<file path="config.mk">
export PLATFORM = sky130hd
export DESIGN_NAME = mmio_uart_tx_flat
export DESIGN_NICKNAME = d
export VERILOG_FILES = /design/src/rtl/uart_pkg.sv /design/src/rtl/mmio_uart_tx_if.sv /design/src/rtl/byte_fifo.sv /design/src/rtl/mmio_uart_tx.sv /design/src/flat_wrapper.sv
export SDC_FILE = /design/constraint.sdc
export NUM_CORES = 1
export LEC_CHECK = 0
export BUFFER_PORTS_ARGS = -buffer_cell sky130_fd_sc_hd__buf_2
export CORE_UTILIZATION = 52
export CTS_BUF_LIST = sky130_fd_sc_hd__clkbuf_4
export CTS_CLUSTER_DIAMETER = 120
export DETAILED_ROUTE_END_ITERATION = 7
export PLACE_DENSITY_LB_ADDON = 0.3
export SETUP_SLACK_MARGIN = 0.5
export SYNTH_ARGS = -nofsm -noshare
export SYNTH_HDL_FRONTEND = slang
export SYNTH_SLANG_ARGS = --single-unit
</file>
<file path="constraint.sdc">
create_clock -name clk -period 2.7 [get_ports clk]
set_clock_uncertainty 0.15 [all_clocks]
set_input_delay 0.54 -clock clk [delete_from_list [all_inputs] [get_ports clk]]
set_output_delay 0.54 -clock clk [all_outputs]
set_load 0.02 [all_outputs]
</file>
<file path="src/rtl/uart_pkg.sv">
// Shared types and constants for the memory-mapped UART transmitter.
package uart_pkg;

  typedef enum logic [1:0] {
    IDLE,
    START,
    DATA,
    STOP
  } uart_state_t;

  localparam int unsigned DIV_W  = 16;
  localparam int unsigned BYTE_W = 8;

  // Register offsets, selected by a[3:2]
  localparam logic [1:0] REG_TXDATA = 2'd0;
  localparam logic [1:0] REG_STATUS = 2'd1;
  localparam logic [1:0] REG_DIV    = 2'd2;

  // STATUS bit positions
  localparam int unsigned ST_FULL    = 0;
  localparam int unsigned ST_EMPTY   = 1;
  localparam int unsigned ST_BUSY    = 2;
  localparam int unsigned ST_OVF     = 3;
  localparam int unsigned ST_CNT_LSB = 4;
  localparam int unsigned ST_CNT_W   = 4;

endpackage

</file>
<file path="src/rtl/mmio_uart_tx_if.sv">
// Data-bus slice seen by the UART: store strobe, byte address, store data,
// and the combinational read data / window-select returned to the core.
//   master: drives we, a, wd; receives rd, sel
//   slave : receives we, a, wd; drives rd, sel
interface mmio_uart_tx_if;
  logic        we;
  logic [31:0] a;
  logic [31:0] wd;
  logic [31:0] rd;
  logic        sel;

  modport master (output we, output a, output wd, input rd, input sel);
  modport slave  (input we, input a, input wd, output rd, output sel);
endinterface

</file>
<file path="src/rtl/byte_fifo.sv">
// Synchronous byte FIFO. Pointers carry one extra wrap bit so full and empty
// are distinguished without a separate counter.
//   push/din : write din when push (caller guarantees space or same-cycle pop)
//   pop/dout : dout shows the head; pop advances it (caller guarantees non-empty)
//   full, empty, count : occupancy, combinational from the pointers
module byte_fifo #(
  parameter int unsigned DEPTH = 4
) (
  input  logic                     clk,
  input  logic                     reset,
  input  logic                     push,
  input  logic                     pop,
  input  logic [7:0]               din,
  output logic [7:0]               dout,
  output logic                     full,
  output logic                     empty,
  output logic [$clog2(DEPTH):0]   count
);

  localparam int unsigned AW = $clog2(DEPTH);

  logic [AW:0] wr_q;
  logic [AW:0] rd_q;
  logic [7:0]  mem_q [DEPTH];

  // Pointer registers
  always_ff @(posedge clk or negedge reset) begin
    if (!reset) begin
      wr_q <= '0;
      rd_q <= '0;
    end else begin
      if (push) wr_q <= wr_q + (AW+1)'(1);
      if (pop)  rd_q <= rd_q + (AW+1)'(1);
    end
  end

  // Storage; a push into a full FIFO with a same-cycle pop overwrites the
  // slot being popped, which is safe because dout is consumed at this edge.
  always_ff @(posedge clk) begin
    if (push) mem_q[wr_q[AW-1:0]] <= din;
  end

  assign dout  = mem_q[rd_q[AW-1:0]];
  assign count = wr_q - rd_q;
  assign empty = (wr_q == rd_q);
  assign full  = (wr_q[AW] != rd_q[AW]) && (wr_q[AW-1:0] == rd_q[AW-1:0]);

endmodule

</file>
<file path="src/rtl/mmio_uart_tx.sv">
// Memory-mapped 8N1 UART transmitter on the core data bus.
//   clk, reset : processor clock, asynchronous active-low reset
//   bus        : we/a/wd in, rd/sel out (rd, sel combinational from a)
//   tx         : registered serial line, idle high
//   busy       : FSM not idle or FIFO non-empty
module mmio_uart_tx
  import uart_pkg::*;
#(
  parameter logic [31:0] BASE_ADDR  = 32'h0000_0200,
  parameter int unsigned FIFO_DEPTH = 4,
  parameter logic [15:0] DIV_RESET  = 16'd433
) (
  input  logic          clk,
  input  logic          reset,
  mmio_uart_tx_if.slave bus,
  output logic          tx,
  output logic          busy
);

  localparam int unsigned CW = $clog2(FIFO_DEPTH) + 1;

  uart_state_t       state_q, state_d;
  logic [DIV_W-1:0]  cnt_q, cnt_d;
  logic [DIV_W-1:0]  reload_q, reload_d;
  logic [2:0]        bit_q, bit_d;
  logic [BYTE_W-1:0] shift_q, shift_d;
  logic              tx_q, tx_d;
  logic [DIV_W-1:0]  div_q, div_d;
  logic              ovf_q, ovf_d;

  logic              sel_c;
  logic [1:0]        off;
  logic              wr_en;
  logic              push_req;
  logic              push;
  logic              pop;
  logic              fifo_full;
  logic              fifo_empty;
  logic [CW-1:0]     fifo_count;
  logic [BYTE_W-1:0] fifo_dout;
  logic [31:0]       rd_c;
  logic              unused_ok;

  // Address decode
  assign sel_c    = (bus.a[31:4] == BASE_ADDR[31:4]);
  assign off      = bus.a[3:2];
  assign wr_en    = bus.we & sel_c;
  assign push_req = wr_en & (off == REG_TXDATA);
  assign pop      = (state_q == IDLE) & ~fifo_empty;
  assign push     = push_req & (~fifo_full | pop);

  assign unused_ok = ^{bus.a[1:0], bus.wd[31:DIV_W]};

  byte_fifo #(.DEPTH(FIFO_DEPTH)) u_fifo (
    .clk   (clk),
    .reset (reset),
    .push  (push),
    .pop   (pop),
    .din   (bus.wd[BYTE_W-1:0]),
    .dout  (fifo_dout),
    .full  (fifo_full),
    .empty (fifo_empty),
    .count (fifo_count)
  );

  // State and register file
  always_ff @(posedge clk or negedge reset) begin
    if (!reset) begin
      state_q  <= IDLE;
      cnt_q    <= '0;
      reload_q <= '0;
      bit_q    <= '0;
      shift_q  <= '0;
      tx_q     <= 1'b1;
      div_q    <= DIV_RESET;
      ovf_q    <= 1'b0;
    end else begin
      state_q  <= state_d;
      cnt_q    <= cnt_d;
      reload_q <= reload_d;
      bit_q    <= bit_d;
      shift_q  <= shift_d;
      tx_q     <= tx_d;
      div_q    <= div_d;
      ovf_q    <= ovf_d;
    end
  end

  // Bit-timing FSM; the divisor is captured at frame start so a DIV store
  // mid-frame only affects the next frame.
  always_comb begin
    state_d  = state_q;
    cnt_d    = cnt_q;
    reload_d = reload_q;
    bit_d    = bit_q;
    shift_d  = shift_q;
    tx_d     = tx_q;
    unique case (state_q)
      IDLE: begin
        tx_d = 1'b1;
        if (!fifo_empty) begin
          shift_d  = fifo_dout;
          reload_d = div_q;
          cnt_d    = div_q;
          bit_d    = '0;
          tx_d     = 1'b0;
          state_d  = START;
        end
      end
      START: begin
        if (cnt_q == '0) begin
          tx_d    = shift_q[0];
          cnt_d   = reload_q;
          state_d = DATA;
        end else begin
          cnt_d = cnt_q - DIV_W'(1);
        end
      end
      DATA: begin
        if (cnt_q == '0) begin
          cnt_d = reload_q;
          if (bit_q == 3'd7) begin
            tx_d    = 1'b1;
            state_d = STOP;
          end else begin
            bit_d   = bit_q + 3'd1;
            shift_d = shift_q >> 1;
            tx_d    = shift_q[1];
          end
        end else begin
          cnt_d = cnt_q - DIV_W'(1);
        end
      end
      STOP: begin
        if (cnt_q == '0) state_d = IDLE;
        else             cnt_d   = cnt_q - DIV_W'(1);
      end
      default: state_d = IDLE;
    endcase
  end

  // Divisor and sticky overflow
  always_comb begin
    div_d = div_q;
    ovf_d = ovf_q;
    if (wr_en && off == REG_DIV)    div_d = bus.wd[DIV_W-1:0];
    if (wr_en && off == REG_STATUS) ovf_d = 1'b0;
    if (push_req && !push)          ovf_d = 1'b1;
  end

  // Read mux, zero outside the window
  always_comb begin
    rd_c = '0;
    if (sel_c) begin
      case (off)
        REG_STATUS: begin
          rd_c[ST_FULL]                  = fifo_full;
          rd_c[ST_EMPTY]                 = fifo_empty;
          rd_c[ST_BUSY]                  = (state_q != IDLE);
          rd_c[ST_OVF]                   = ovf_q;
          rd_c[ST_CNT_LSB +: ST_CNT_W]   = ST_CNT_W'(fifo_count);
        end
        REG_DIV: rd_c[DIV_W-1:0] = div_q;
        default: rd_c = '0;
      endcase
    end
  end

  assign bus.sel = sel_c;
  assign bus.rd  = rd_c;
  assign tx      = tx_q;
  assign busy    = (state_q != IDLE) | ~fifo_empty;

endmodule

</file>
<file path="src/flat_wrapper.sv">
// flat-port wrapper written by rule: the top's interface ports become plain ports
module mmio_uart_tx_flat import uart_pkg::*;
#(
  parameter logic [31:0] BASE_ADDR  = 32'h0000_0200,
  parameter int unsigned FIFO_DEPTH = 4,
  parameter logic [15:0] DIV_RESET  = 16'd433
)
  (clk, reset, tx, busy, bus_we, bus_a, bus_wd, bus_rd, bus_sel);
  mmio_uart_tx_if bus_i ();
  input  logic clk;
  input  logic reset;
  output logic tx;
  output logic busy;
  input wire logic [$bits(bus_i.we)-1:0] bus_we;
  input wire logic [$bits(bus_i.a)-1:0] bus_a;
  input wire logic [$bits(bus_i.wd)-1:0] bus_wd;
  output wire logic [$bits(bus_i.rd)-1:0] bus_rd;
  output wire logic [$bits(bus_i.sel)-1:0] bus_sel;
  assign bus_i.we = bus_we;
  assign bus_i.a = bus_a;
  assign bus_i.wd = bus_wd;
  assign bus_rd = bus_i.rd;
  assign bus_sel = bus_i.sel;
  mmio_uart_tx #(.BASE_ADDR(BASE_ADDR), .FIFO_DEPTH(FIFO_DEPTH), .DIV_RESET(DIV_RESET)) u_core (.clk(clk), .reset(reset), .bus(bus_i), .tx(tx), .busy(busy));
endmodule
</file>
==> results.tsv <==
metric	value	unit
diodes	0	
hp-class	in2reg	
core	9820	um2
grt_use_total	30.9	%
synth_xor_area_share	2.31	%
antenna_found_initial	0	
grtUsageMet3	5.76	%
viasPerCell	6.20	
grt_pass1_wl	23.9	mm
rsz0062_at_grt	yes	
p_int	3.28	mW
required	2.01	ns
fmax	359	MHz
hpwlAfterDp	8.84	mm
synth_area	5320	um2
synth_adder_area_share	4.61	%
fin_cells	754	
synth_top_family_by_area	simple AND/OR/NAND/NOR gates	
drive_gt1_share	52.5	%
min_period	2.78	ns
clkTransAtPathRegs	0.16	ns
p_sw	1.82	mW
fp.dieW	103	um
p_leak	3.30	nW
clockBufferDepth	2	
io_buffers	67	
wl_per_cell	21.7	um
met2_usage	51.7	%
initial_utilization	54.1	%
final_max_slew_viol_count	0	
synth_edf_count	32	
p_sw_share	35.6	%
ctsRootBufferMaster	clkbuf_4	
post-route-period-util	103	%
synth_warnings	0	
synth_compound_area_share	12.6	%
path_class	reg2out	
cts_tree	built	
powerDensity	682	nW/um2
routabilityCongestion	0.832	
setup_slack	-0.0834	ns
remaining_drc_errors	0	
clock_sinks	101	
vias	4677	
synth-simple-area-share	13.3	%
finalHoldViolCount	0	
maxCapViolations	0	
ctsHtreeMaxLevel	3	
path_max_fanout	2	
chipHeight	103	um
grt_pass1_vias	4582	
status	complete, but fails checks	
slowest_stage	dfrtp_1	
cts_buffers	9	
seqCellArea	2700	um2
cp.buffers_inverters	3	
synth_mux_area_share	10.1	%
dieArea	10600	um2
multi_input_area	3070	um2
combPwrFrac	49.3	%
placed_cells	674	
nNetsFinal	702	
path_cells	inv_2 > ha_4 > inv_2 > fa_2 > xnor2_1 > a22oi_2 > nor2_4 > buf_6	
ys_seq_area_share	50.7	%
first_iter_violations	590	
worst_ep_arrival_time	2.09	ns
violations	negative setup slack	
cp-end-kind	output pin	
critPathMostFrequentCell	inv_2	
p_seq_share	36.5	%
routed_wl	16.4	mm
ys_ff_latch	101	
critPathMaxStageDelay	0.43	ns
first_pass_iters	6	
vdd_ir_drop_max	0.000368	V
synth_top_area_share	29.7	%
busiest_layer	met2	
setup_viol	2	
syn_avg_cell_area	11.3	um2
grt_overflow	0	
place_ws	0.00359	ns
syn_inst	470	
async_flop_share	68.3	%
tns	-0.128	ns
ant_nets	0	
ys_types	62	
rows	36	
clock_latency	0.47	ns
ys_top_cells_by_area	dfrtp_1 (30%), edfxtp_1 (18%), mux2_2 (5.5%)	
io_pins	102	
synth-main-ff-cell	dfrtp_1	
yosys.area.top_type	dfrtp_1	
crit_family	adder cells	
grt_max_degree	38	
synthToLayoutAreaGrowth	40.6	%
use_met1	39.2	%
num-fill-cells	595	
critPathLaunchType	flip-flop	
clockPowerShare	14.2	%
-- placed cells by master (no fill, tap or decap), types with 5 or more instances in the layout --
master | Yosys | final
dfrtp_1 | 63 | 61
buf_6 | 1 | 56
buf_4 | 17 | 56
nand2_1 | 48 | 45
buf_2 | 4 | 44
edfxtp_1 | 32 | 32
mux2_4 | 0 | 21
inv_1 | 27 | 18
nor2_1 | 27 | 16
conb_1 | 1 | 16
ha_1 | 18 | 13
o21ai_0 | 16 | 11
nor2_4 | 0 | 10
xnor2_1 | 11 | 10
mux2_2 | 26 | 10
clkbuf_4 | 0 | 10
inv_2 | 0 | 9
and3_4 | 0 | 9
mux4_2 | 8 | 8
and2_4 | 0 | 7
nor3_1 | 11 | 7
a221oi_2 | 2 | 7
a21oi_1 | 11 | 7
nor4_4 | 1 | 6
a21o_1 | 6 | 6
o21ai_1 | 2 | 6
dfstp_2 | 6 | 6
o221a_2 | 6 | 5
nand3_1 | 8 | 5
a221o_1 | 5 | 5
-- power by group through the flow --
stage / clock, mW / sequential, mW / combinational, mW
final: 0.724 / 1.86 / 2.51
after detailed placement: 0 / 1.88 / 1.58
after floorplan: 0 / 1.87 / 1.19
after global placement: 0 / 1.87 / 1.52
after CTS: 0.717 / 1.84 / 2.12
after global routing: 0.780 / 1.88 / 2.65
-- stage by stage --
step	utilization (%)	total power, mW	cell area [um2]	hold WS (ns)
4_1_cts	73.4	4.67	7210	0.137
5_1_grt	76.1	5.31	7480	0.143
3_5_place_dp	62.8	3.46	6160	0.315
3_3_place_gp	62.8	3.39	6160	0.311
2_1_floorplan	-	3.06	5700	0.0944
6_report	76.1	5.10	7480	0.149
-- per-layer routing --
metal | wire [um] | vias up
met4 | 826 | 0
met2 | 8060 | 289
li1 | - | 1986
met3 | 1230 | 88
met5 | 0 | -
met1 | 6270 | 2314
-- worst paths after layout --
path                                              startpoint                       endpoint  slack [ns]  depth (start not counted)
setup / recovery           u_core.u_fifo.wr_q[0]$_DFFE_PN0P_                      bus_rd[6]       -0.08                          8
hold / removal                                    bus_wd[15]   u_core.div_q[15]$_DFFE_PN0P_        0.15                          2
setup reg to reg                 u_core.cnt_q[0]$_DFFE_PN0P_   u_core.cnt_q[14]$_DFFE_PN0P_        0.11                          9
hold reg to reg                        u_core.tx$_DFFE_PN1P_          u_core.tx$_DFFE_PN1P_        0.34                          2
max in group asynchronous                              reset    u_core.div_q[4]$_DFFE_PN1P_        1.33                          3
min in group asynchronous                              reset  u_core.state_q[1]$_DFFE_PN0P_        0.40                          2
-- area by class of cell --
type,instances,area share (%)
Timing Repair Buffer,159,17.7
Multi-Input combinational cell,318,41.1
Clock inverter,6,0.536
Clock buffer,10,1.00
Tap cell,133,2.23
Inverter,27,1.36
Sequential cell,101,36.1
-- cell usage after synthesis, drive strengths merged (9+ instances only) --
master  instances
nor2           27
and3           10
nor3           11
xnor2          11
inv            27
o21ai          18
and2            9
mux2           31
ha             18
dfrtp          63
a21oi          12
edfxtp         32
nor4           13
nand2          49
buf            23
clkbuf         18
-- state kept, by name, indices dropped and copies added, names as in the netlist --
signal	count
u_core.ovf_q	1
u_core.tx	1
u_core.u_fifo.wr_q	3
u_core.bit_q	3
u_core.shift_q	8
u_core.state_q	2
u_core.u_fifo.rd_q	3
u_core.reload_q	16
u_core.cnt_q	16
u_core.u_fifo.mem_q	32
u_core.div_q	16
-- kinds of logic (layout without fill, tap and decap cells) --
| group | Yosys count | count (layout) |
|---|---|---|
| compound gates | 88 | 89 |
| xor+xnor | 14 | 14 |
| fa+ha+maj | 19 | 19 |
| buf+inv | 68 | 202 |
| flops | 101 | 101 |
| mux | 40 | 40 |
| other cells | 1 | 16 |
| simple gates | 139 | 140 |
-- worst reg2reg max path: cells and delay by family, from the launching register on --
family	cells	cell delay (ns)
flip-flops	1	0.44
AO/OA/AOI/OAI	3	0.57
buffers and inverters	3	0.43
adder cells (fa/ha/maj)	1	0.18
AND/OR/NAND/NOR	2	0.73
-- what timing repair did --
action,in CTS,in global routing
hold buffers,1,0
buffers inserted,48,11
setup endpoints to repair,81,88
gates resized for setup,135,34
endpoints found under the hold margin,17,0
gates cloned,3,1
pin swaps,45,23
Note: power is estimated with default switching activity, not from simulation.
